## config.mk

```make
export PLATFORM = sky130hd
export DESIGN_NAME = tristate_bus_arbiter
export DESIGN_NICKNAME = d
export VERILOG_FILES = /design/src/rtl/tristate_bus_arbiter.sv
export SDC_FILE = /design/constraint.sdc
export NUM_CORES = 1
export LEC_CHECK = 0
export ABC_AREA = 1
export BUFFER_PORTS_ARGS = -buffer_cell sky130_fd_sc_hd__buf_2
export CORE_MARGIN = 2
export CORE_UTILIZATION = 50
export DETAILED_ROUTE_END_ITERATION = 6
export HOLD_SLACK_MARGIN = 0.05
export PLACE_DENSITY = 0.75
export SLEW_MARGIN = 20
export SYNTH_ARGS = -nofsm -noshare
export SYNTH_HDL_FRONTEND = slang
export SYNTH_SLANG_ARGS = --single-unit
```

## constraint.sdc

```tcl
create_clock -name clk -period 1.65 [get_ports clk]
set_input_delay 0.495 -clock clk [delete_from_list [all_inputs] [get_ports clk]]
set_output_delay 0.495 -clock clk [all_outputs]
set_load 0.03 [all_outputs]
```

## src/rtl/tristate_bus_arbiter.sv

```systemverilog
// -----------------------------------------------------------------------------
// tristate_bus_arbiter
//
// Round-robin arbiter/sequencer for a shared single-wire tristate net driven
// by NREQ notif1/bufif1-style gates. It produces the per-gate enable so that at
// most one driver is ever on. It also guarantees an all-off turnaround window
// of at least TURN_CYCLES cycles between two ownership periods, including a
// re-grant to the same owner.
//
// Parameters
//   NREQ        number of requesters / tristate drivers (2..16)
//   MAXHOLD     maximum consecutive drive cycles while another requester waits
//   TURN_CYCLES all-off cycles between two ownership periods (>= 1)
//
// Ports
//   clk      in   rising-edge clock
//   rst      in   asynchronous, active-high reset (drops all enables at once)
//   req      in   [NREQ]  level request per driver, held while the bus is wanted
//   gnt      out  [NREQ]  registered one-hot (or zero) grant
//   drv_en   out  [NREQ]  tristate gate enables, identical to gnt
//   bus_z    out          high while no driver is enabled (net floating)
//   preempt  out          one-cycle pulse after a MAXHOLD forced release
//   owner    out  [clog2(NREQ)] index of the current owner, 0 while bus_z=1
// -----------------------------------------------------------------------------
module tristate_bus_arbiter #(
  parameter int NREQ        = 4,
  parameter int MAXHOLD     = 8,
  parameter int TURN_CYCLES = 1
) (
  input  logic                    clk,
  input  logic                    rst,
  input  logic [NREQ-1:0]         req,
  output logic [NREQ-1:0]         gnt,
  output logic [NREQ-1:0]         drv_en,
  output logic                    bus_z,
  output logic                    preempt,
  output logic [$clog2(NREQ)-1:0] owner
);

  localparam int OW = $clog2(NREQ);
  localparam int HW = $clog2(MAXHOLD + 1);
  localparam int TW = $clog2(TURN_CYCLES + 1);

  localparam logic [HW-1:0] HOLD_MAX  = HW'(MAXHOLD);
  localparam logic [TW-1:0] TURN_INIT = TW'(TURN_CYCLES);

  // ---------------------------------------------------------------------------
  // Elaboration-time parameter checks
  // ---------------------------------------------------------------------------
  if (NREQ < 2 || NREQ > 16) begin : g_bad_nreq
    $error("tristate_bus_arbiter: NREQ must be in 2..16");
  end
  if (MAXHOLD < 1) begin : g_bad_maxhold
    $error("tristate_bus_arbiter: MAXHOLD must be >= 1");
  end
  if (TURN_CYCLES < 1) begin : g_bad_turn
    $error("tristate_bus_arbiter: TURN_CYCLES must be >= 1");
  end

  typedef enum logic [1:0] {
    S_IDLE,
    S_DRIVE,
    S_TURN
  } state_e;

  // ---------------------------------------------------------------------------
  // State
  // ---------------------------------------------------------------------------
  state_e          state_q,   state_d;
  logic [NREQ-1:0] gnt_q,     gnt_d;
  logic [OW-1:0]   owner_q,   owner_d;
  logic [OW-1:0]   ptr_q,     ptr_d;
  logic [HW-1:0]   hold_q,    hold_d;
  logic [TW-1:0]   turn_q,    turn_d;
  logic            preempt_q, preempt_d;

  // Index arithmetic modulo NREQ; works for non-power-of-2 NREQ where the
  // natural OW-bit wrap would be wrong.
  function automatic logic [OW-1:0] wrap_add(input logic [OW-1:0] base,
                                             input int            offs);
    int sum;
    sum = int'(base) + offs;
    if (sum >= NREQ) sum = sum - NREQ;
    return OW'(sum);
  endfunction

  // ---------------------------------------------------------------------------
  // Round-robin pick: first set req bit scanning ptr, ptr+1, ... (mod NREQ).
  // ---------------------------------------------------------------------------
  logic            arb_found;
  logic [OW-1:0]   arb_winner;
  logic [NREQ-1:0] arb_onehot;
  logic [OW-1:0]   arb_ptr_nxt;

  always_comb begin
    arb_found  = 1'b0;
    arb_winner = '0;
    for (int i = 0; i < NREQ; i++) begin
      if (!arb_found && req[wrap_add(ptr_q, i)]) begin
        arb_found  = 1'b1;
        arb_winner = wrap_add(ptr_q, i);
      end
    end
    arb_onehot  = NREQ'(1) << arb_winner;
    // The winner gets lowest priority in the next arbitration.
    arb_ptr_nxt = wrap_add(arb_winner, 1);
  end

  // Only the owner's bit is set in gnt_q during DRIVE, so masking it out
  // leaves exactly the competing requests.
  logic others_req;
  assign others_req = |(req & ~gnt_q);

  // ---------------------------------------------------------------------------
  // Next-state logic
  // ---------------------------------------------------------------------------
  logic do_grant;
  logic do_release;

  always_comb begin
    // NOTE: every output of this block gets a default before the case so no
    // path leaves a variable unassigned, which would infer a latch.
    state_d    = state_q;
    gnt_d      = gnt_q;
    owner_d    = owner_q;
    ptr_d      = ptr_q;
    hold_d     = hold_q;
    turn_d     = turn_q;
    preempt_d  = 1'b0;
    do_grant   = 1'b0;
    do_release = 1'b0;

    unique case (state_q)
      S_IDLE: begin
        do_grant = arb_found;
      end

      S_DRIVE: begin
        if (!req[owner_q]) begin
          // Owner let go; wins over a simultaneous MAXHOLD hit, so no preempt.
          do_release = 1'b1;
        end else if (hold_q == HOLD_MAX && others_req) begin
          do_release = 1'b1;
          preempt_d  = 1'b1;
        end else if (hold_q != HOLD_MAX) begin
          hold_d = hold_q + HW'(1);
        end
      end

      S_TURN: begin
        turn_d = turn_q - TW'(1);
        // Arbitration happens only on the last turnaround edge so requests
        // that appear during TURN cannot shorten the all-off window.
        if (turn_q == TW'(1)) begin
          if (arb_found) begin
            do_grant = 1'b1;
          end else begin
            state_d = S_IDLE;
          end
        end
      end

      default: begin
        state_d = S_IDLE;
        gnt_d   = '0;
        owner_d = '0;
      end
    endcase

    if (do_grant) begin
      state_d = S_DRIVE;
      gnt_d   = arb_onehot;
      owner_d = arb_winner;
      ptr_d   = arb_ptr_nxt;
      hold_d  = HW'(1);
    end

    if (do_release) begin
      state_d = S_TURN;
      gnt_d   = '0;
      owner_d = '0;
      hold_d  = '0;
      turn_d  = TURN_INIT;
    end
  end

  // ---------------------------------------------------------------------------
  // State registers
  // ---------------------------------------------------------------------------
  always_ff @(posedge clk or posedge rst) begin
    // NOTE: sequential state uses non-blocking assignments so every register
    // samples the pre-edge values, independent of statement order.
    if (rst) begin
      state_q   <= S_IDLE;
      gnt_q     <= '0;
      owner_q   <= '0;
      ptr_q     <= '0;
      hold_q    <= '0;
      turn_q    <= '0;
      preempt_q <= 1'b0;
    end else begin
      state_q   <= state_d;
      gnt_q     <= gnt_d;
      owner_q   <= owner_d;
      ptr_q     <= ptr_d;
      hold_q    <= hold_d;
      turn_q    <= turn_d;
      preempt_q <= preempt_d;
    end
  end

  // ---------------------------------------------------------------------------
  // Outputs: all straight from registers, so the gate enables are glitch-free
  // and the async reset clears them without waiting for a clock.
  // ---------------------------------------------------------------------------
  assign gnt     = gnt_q;
  assign drv_en  = gnt_q;
  assign bus_z   = ~|gnt_q;
  assign preempt = preempt_q;
  assign owner   = owner_q;

  // ---------------------------------------------------------------------------
  // Bus-safety invariants
  // ---------------------------------------------------------------------------
  a_onehot_drv: assert property (@(posedge clk) disable iff (rst)
    $onehot0(drv_en));

  a_bus_z: assert property (@(posedge clk) disable iff (rst)
    bus_z == ~|drv_en);

  // A non-zero enable may only continue unchanged; any change of owner or a
  // re-grant has to pass through zero.
  a_no_direct_switch: assert property (@(posedge clk) disable iff (rst)
    (|drv_en && $past(|drv_en)) |-> drv_en == $past(drv_en));

  // Every new ownership period is preceded by TURN_CYCLES all-off cycles.
  for (genvar k = 1; k <= TURN_CYCLES; k++) begin : g_turn_gap
    a_turn_gap: assert property (@(posedge clk) disable iff (rst)
      $rose(|drv_en) |-> $past(drv_en, k) == '0);
  end

endmodule

```

# ---- After elaboration in Yosys (flattened, before gate mapping)
# Cells that the tools add are included.
dict set report op_classes {
  order_cmp 10
  bitwise_logic 2
  addsub 11
  n_eq_ne 9
  reduce_logical 19
  shifts 1
  muxes 50
}
# operator n
set ops {}
lappend ops {{4-bit 2-to-1 mux} 9}
lappend ops {{2-bit 2-to-1 mux} 16}
lappend ops {{1-bit 2-to-1 mux} 18}
lappend ops {{2-bit by 3-bit less-than comparator with 1-bit output, second input constant} 5}
lappend ops {{3-bit greater-or-equal comparator, second input constant} 4}
lappend ops {{4-bit != test, second input constant} 3}
lappend ops {{1-bit binary-select mux with 2-bit select} 5}
lappend ops {{2-bit by 1-bit subtractor with 2-bit output, second input constant} 5}
lappend ops {{3-bit nonzero test} 3}
lappend ops {{4-bit OR reduction} 2}
lappend ops {{2-bit by 1-bit adder with 3-bit output, second input constant} 2}
lappend ops {{2-bit by 2-bit adder with 3-bit output, second input constant} 2}
lappend ops {{3-bit by 1-bit != test with 1-bit output, second input constant} 2}
lappend ops {{4-bit by 1-bit adder with 4-bit output, second input constant} 1}
lappend ops {{4-bit AND} 1}
lappend ops {{4-bit == test, second input constant} 1}
lappend ops {{1-bit logical AND} 4}
lappend ops {{1-bit logical NOT} 4}
lappend ops {{4-bit inverter} 1}
lappend ops {{2-bit case mux with 2 select lines} 1}
lappend ops {{4-bit AND reduction} 1}
lappend ops {{1-bit by 2-bit << shifter with 4-bit output, first input constant} 1}
lappend ops {{2-bit by 3-bit greater-or-equal comparator with 1-bit output, second input constant} 1}
lappend ops {{3-bit != test, second input constant} 1}
lappend ops {{other kinds (9)} 9}
dict set report word_totals {
  register_bits 16
  word_cells 109
  input_bits 6
  output_inout_bits 12
}

# ---- Depth between registers and ports, before layout
dict set report depth {
  word_depth 19
  ltp_mapped 14
  ltp_nobuf 14
}

# ---- Worst setup path after synthesis
# Ideal clock, no wire load.
dict set report synth_timing {
  path_kind {reg-to-output}
  start {register gnt_q[3], in the netlist drv_en[3]}
  end {output bus_z}
  stages_incl_launch_ff 2
  t_required_ps 1155
  path_slack_ps -389
  arrival_time_ps 1544
  cell_sequence {dfrtp_1 > nor4_1}
}
dict set report synth_via {
  elab_chain_cells 2
}
# element line
set synth_lines {}
lappend synth_lines {{start, declared} 70} ;# logic [NREQ-1:0] gnt_q, gnt_d;
lappend synth_lines {{start signal, assigned} 203} ;# gnt_q <= gnt_d;
lappend synth_lines {{4-bit OR reduction} 218} ;# assign bus_z = ~|gnt_q;
lappend synth_lines {{1-bit logical NOT} 218}
lappend synth_lines {{end, declared} 35} ;# output logic bus_z,
# No other way between the ends.

# ---- Worst setup path in the final report
dict set report layout_timing {
  start {register ptr_q[0]}
  end {register ptr_q[1]}
}
dict set report layout_via {
  elab_chain_cells 17
}
# element line
set layout_lines {}
lappend layout_lines {{start, declared} 72} ;# logic [OW-1:0] ptr_q, ptr_d;
lappend layout_lines {{start signal, assigned} 205} ;# ptr_q <= ptr_d;
lappend layout_lines {{branches (longest 13 deep; another with 2-bit by 1-bit adder with 3-bit output)} --}
lappend layout_lines {{2-bit 2-to-1 mux *} 99} ;# if (!arb_found && req[wrap_add(ptr_q, i)]) begin
lappend layout_lines {{2-bit by 1-bit adder with 3-bit output *} 82} ;# sum = int'(base) + offs;
lappend layout_lines {{3-bit greater-or-equal comparator or 2-bit by 1-bit subtractor with 2-bit output (tied branches)} 83} ;# if (sum >= NREQ) sum = sum - NREQ;
lappend layout_lines {{2-bit 2-to-1 mux *} 83}
lappend layout_lines {{via arb_ptr_nxt[1]} 93} ;# logic [OW-1:0] arb_ptr_nxt;
# Mark *: on every way through the listed nets, which the timed path passes. The select of a mux whose other input is x is not followed.
# A chain may end at the register's enable or synchronous reset.

==> results.md <==
- Of all nets on the critical path, the largest fanout is 7.
- The fraction of layout cells with a size suffix above 1 is 0.468.
- The share of synthesized cell area in and, or, nand and nor gates is 0.361.
- After legalization and detailed placement, the total HPWL measured 2150 µm.
- The worst reg2reg path startpoint is ptr_q[0].
- The clock group share of total power is 0.069.
- The final period utilization is 1.09.
- The share of the synthesized area in compound gates (AO/OA/AOI/OAI) is 0.0783.
- The routed layout has 1160 vias.
- The worst setup path is captured at a flip-flop.
- The net switching fraction of the power is 0.521.
- The share of total power dissipated in combinational logic is 0.732.
- The final count of hold timing violations is 0.
- Of the total synthesized cell area, the portion taken by XOR and XNOR cells is 0.0152.
- During placement, the flow inserted port buffers numbering 17.
- In the routed design, unresolved DRC markers number 0.
- The final-layout fill cell count is 161.
- The TritonCTS sink count is 16.
- The cell internal power dissipation is 1.77 mW.
- The number of buffer and inverter stages on the critical path is 2.
- In the synthesized netlist the async set-or-reset flop fraction comes to 1.00.
- The flip-flop and latch count after synthesis is 16.
- The number of I/O pins is 18.
- For this block, the initial DRC count from the detailed router was 33.
- The area of the mapped netlist is 1150 µm².
- The core area is 2190 µm².
- The final count of negative-setup-slack endpoints is 7.
- The worst ir drop on vdd is 1.50 mV.
- The number of antenna violations at the first check in global routing is 0.
- Across all register-to-register paths, the minimum setup slack is -0.14 ns.
- The most used flip-flop cell after synthesis is sky130_fd_sc_hd__dfrtp_1.
- The maximum number of pins on one net before global-route repair is 17.
- Before antenna repair, the detailed router went through 4 iterations.
- Clock tree synthesis inserted a total of 3 buffers.
- Clock tree synthesis selected as its root buffer the cell sky130_fd_sc_hd__clkbuf_4.
- For this run, the number of Yosys warnings is 0.
- The synthesized design contains 0 enable-type register cells.
- For the pin with the worst max-slew slack, the measured transition is 0.589 ns.
- In this design, the largest share of critical-path delay is due to simple AND/OR/NAND/NOR gates.
- The slowest stage of the critical path belongs to the cell sky130_fd_sc_hd__dfrtp_2.
- The count of max-cap constraint violations is 0.
- In the layout the commonest cells are sky130_fd_sc_hd__nand2_1, sky130_fd_sc_hd__buf_4, sky130_fd_sc_hd__inv_1.
- After detailed routing, the average wire length per cell comes to 13.1 µm.
- The routed wire length is 3010 µm.
- The deepest clock path buffer count is 2.
- Summed over all nets, the switching power comes to 1.92 mW.
- 0 antenna diodes ended up in the layout.
- The portion of synthesized area spent on multiplexers is 0.00870.
- In this design, the stage delay of the slowest critical-path cell is 0.44 ns.
- The post-synthesis sequential area ratio is 0.348.
- The initial core utilization is 0.525.
- The net count after synthesis is 172.
- The number of global-route vias before repair is 1105.
- The cell type with the highest occurrence count on the critical path is sky130_fd_sc_hd__nand2_2.
- The sequential share of power is 0.199.
- The class of the most critical setup path is reg -> reg.
- The number of cells produced by synthesis is 160.
- The final worst slack is -0.141 ns.
- The post-CTS clock slew at the launch and capture registers of the worst setup and hold paths is 0.09 ns.
- The worst max-slew margin expressed relative to the limit is 0.607.
- The startpoint kind of the worst setup timing path is a flip-flop.
- The reported leakage power is 0.891 nW.
- The minimum clock period after layout is 1.79 ns.
- TritonCTS built the clock tree.
- The start point of the critical path is ptr_q[0].
- Final hold analysis gives a worst-case slack of 0.260 ns.
- Across the routed clock network, the largest skew measured is 0.00331 ns.
- Leaving out fill and tap cells, the most frequent cell in the layout is sky130_fd_sc_hd__nand2_1.
- The initialized floorplan defines 17 standard-cell rows.
- The critical path goes through buf_6 > nand2_2 > nand3_2 > nand2_2 > nor2_4 > nand4_1 > nand2_2 > inv_2 > ha_4 > nand2_1 > o21ai_1.
- The clock network latency to the later pin of the worst-skew pair is 0.28 ns.
- The path class of the tightest hold or removal check is in -> async.
- After synthesis, the largest family of logic cells by area is simple AND/OR/NAND/NOR gates.
- The count of cell instances traversed by the critical path is 11.
- The remaining global-route overflow is 0.
- The die covers 2700 µm².
- The share of synthesized cell area in full adder, half adder and majority cells is 0.0652.
- For this run, the total global-route usage over all layers was measured as 0.247.
- The checks that failed: negative setup slack.
- The first global-routing pass estimated 4900 µm of wire.
- The H-tree depth reported by CTS is 1.
- The number of pins with negative max-slew slack in the final report is 0.
- The number of cell instances on the worst register-to-register path is 11.
- Using the TritonRoute via totals, the vias-per-cell ratio works out to 5.07.
- From synthesis to final layout, the design area changed by 39.5%.
- The critical path required time is 1.83 ns.
- After clock tree synthesis, the flow added hold-fix buffers numbering 0.
- At the worst endpoint, the arrival time is 1.97 ns.
- The highest clock rate is 0.558 GHz.
- At the end of routability-driven placement, the weighted congestion stood at 0.896.
- The post-route antenna net violation count is 0.
- Total power for the finished layout comes to 3.69 mW.
- The count of nets after finishing is 214.
- In this run the vertical extent of the chip is 52.0 µm.
- The power density of the placed cells is 2300 nW/µm².
- Averaged over all synthesized cells, the footprint is 7.19 µm².
- Setup repair after global routing could not meet its margin everywhere.
- The utilization of the core after routing is 0.733.
- The die is 52.0 µm wide.
- The synthesized netlist contains 25 unique library cells.
- The run finished, with violations left.
- The end of the worst register-to-register path is ptr_q[1].
- The timing endpoint of the critical path is ptr_q[1].
-- per-stage QoR --
step                area, µm²  TNS, ns  setup WS, ns  std cells
global route             1610    -1.82        -0.250        229
floorplan                1190        0        0.0133        160
CTS                      1540   -0.513        -0.129        225
detailed placement       1400    -2.05        -0.313        218
global placement         1400    -1.26        -0.246        218
finish                   1610   -0.624        -0.141        229
-- logic make-up after synthesis --
logic type      after synthesis
simple gates                 89
flops                        16
compound gates               16
fa+ha+maj                     6
mux                           1
buf+inv                      30
xor+xnor                      2
-- cell type report --
| class | count | area (µm²) | share of cell area |
|---|---|---|---|
| repair buffers | 43 | 290 | 0.181 |
| flip-flops and latches | 16 | 403 | 0.251 |
| well taps | 28 | 35.0 | 0.0218 |
| multi-input cells | 114 | 746 | 0.465 |
| clock buffers | 4 | 36.3 | 0.0226 |
| inverters | 24 | 95.1 | 0.0592 |
-- power groups by stage --
| stage | clock network, mW | registers, mW | logic [mW] |
|---|---|---|---|
| after CTS | 0.260 | 0.713 | 2.51 |
| after detailed placement | 0 | 0.709 | 2.26 |
| final | 0.253 | 0.734 | 2.70 |
| after floorplan | 0 | 0.769 | 1.57 |
| after global placement | 0 | 0.704 | 2.20 |
| after global routing | 0.283 | 0.757 | 2.99 |
-- how the worst min path moves through the flow --
| stage | startpoint | to | slack (ns) |
|---|---|---|---|
| floorplan | rst | drv_en[0] | 0.41 |
| global placement | turn_q | state_q[1] | 0.53 |
| detailed placement | turn_q | turn_q | 0.53 |
| CTS | rst | hold_q[2] | 0.28 |
| global route | rst | drv_en[0] | 0.31 |
| finish | rst | hold_q[2] | 0.26 |
-- repair_timing --
item	4_1_cts	5_1_grt
resized for setup	26	13
setup endpoints to repair	9	15
pin swaps	11	6
setup buffers	3	4
cloned	0	0
-- registers in the layout (all words and copies together) (netlist names) --
register  cells
turn_q        1
owner         2
drv_en        4
ptr_q         2
preempt       1
state_q       2
hold_q        4
-- Yosys cell counts, types with 2 or more instances --
cell | count | area share
sky130_fd_sc_hd__buf_4 | 4 | 0.026
sky130_fd_sc_hd__buf_6 | 2 | 0.020
sky130_fd_sc_hd__dfrtp_1 | 16 | 0.35
sky130_fd_sc_hd__ha_1 | 6 | 0.065
sky130_fd_sc_hd__inv_1 | 23 | 0.075
sky130_fd_sc_hd__nand2_1 | 50 | 0.16
sky130_fd_sc_hd__nand2_2 | 6 | 0.033
sky130_fd_sc_hd__nand2_4 | 2 | 0.020
sky130_fd_sc_hd__nand3_1 | 15 | 0.065
sky130_fd_sc_hd__nand4_1 | 2 | 0.011
sky130_fd_sc_hd__nor2_1 | 7 | 0.023
sky130_fd_sc_hd__nor2_2 | 3 | 0.016
sky130_fd_sc_hd__o21ai_0 | 10 | 0.043
sky130_fd_sc_hd__o21ai_1 | 2 | 0.0087
sky130_fd_sc_hd__xor2_1 | 2 | 0.015
-- layer usage --
metal	wire length [µm]	GRT usage	share of wire
met5	0	0	0
met4	17	0.0482	0.0057
met3	138	0.0517	0.046
met2	1530	0.426	0.51
met1	1320	0.318	0.44
Power figures use the tool's default switching activity.
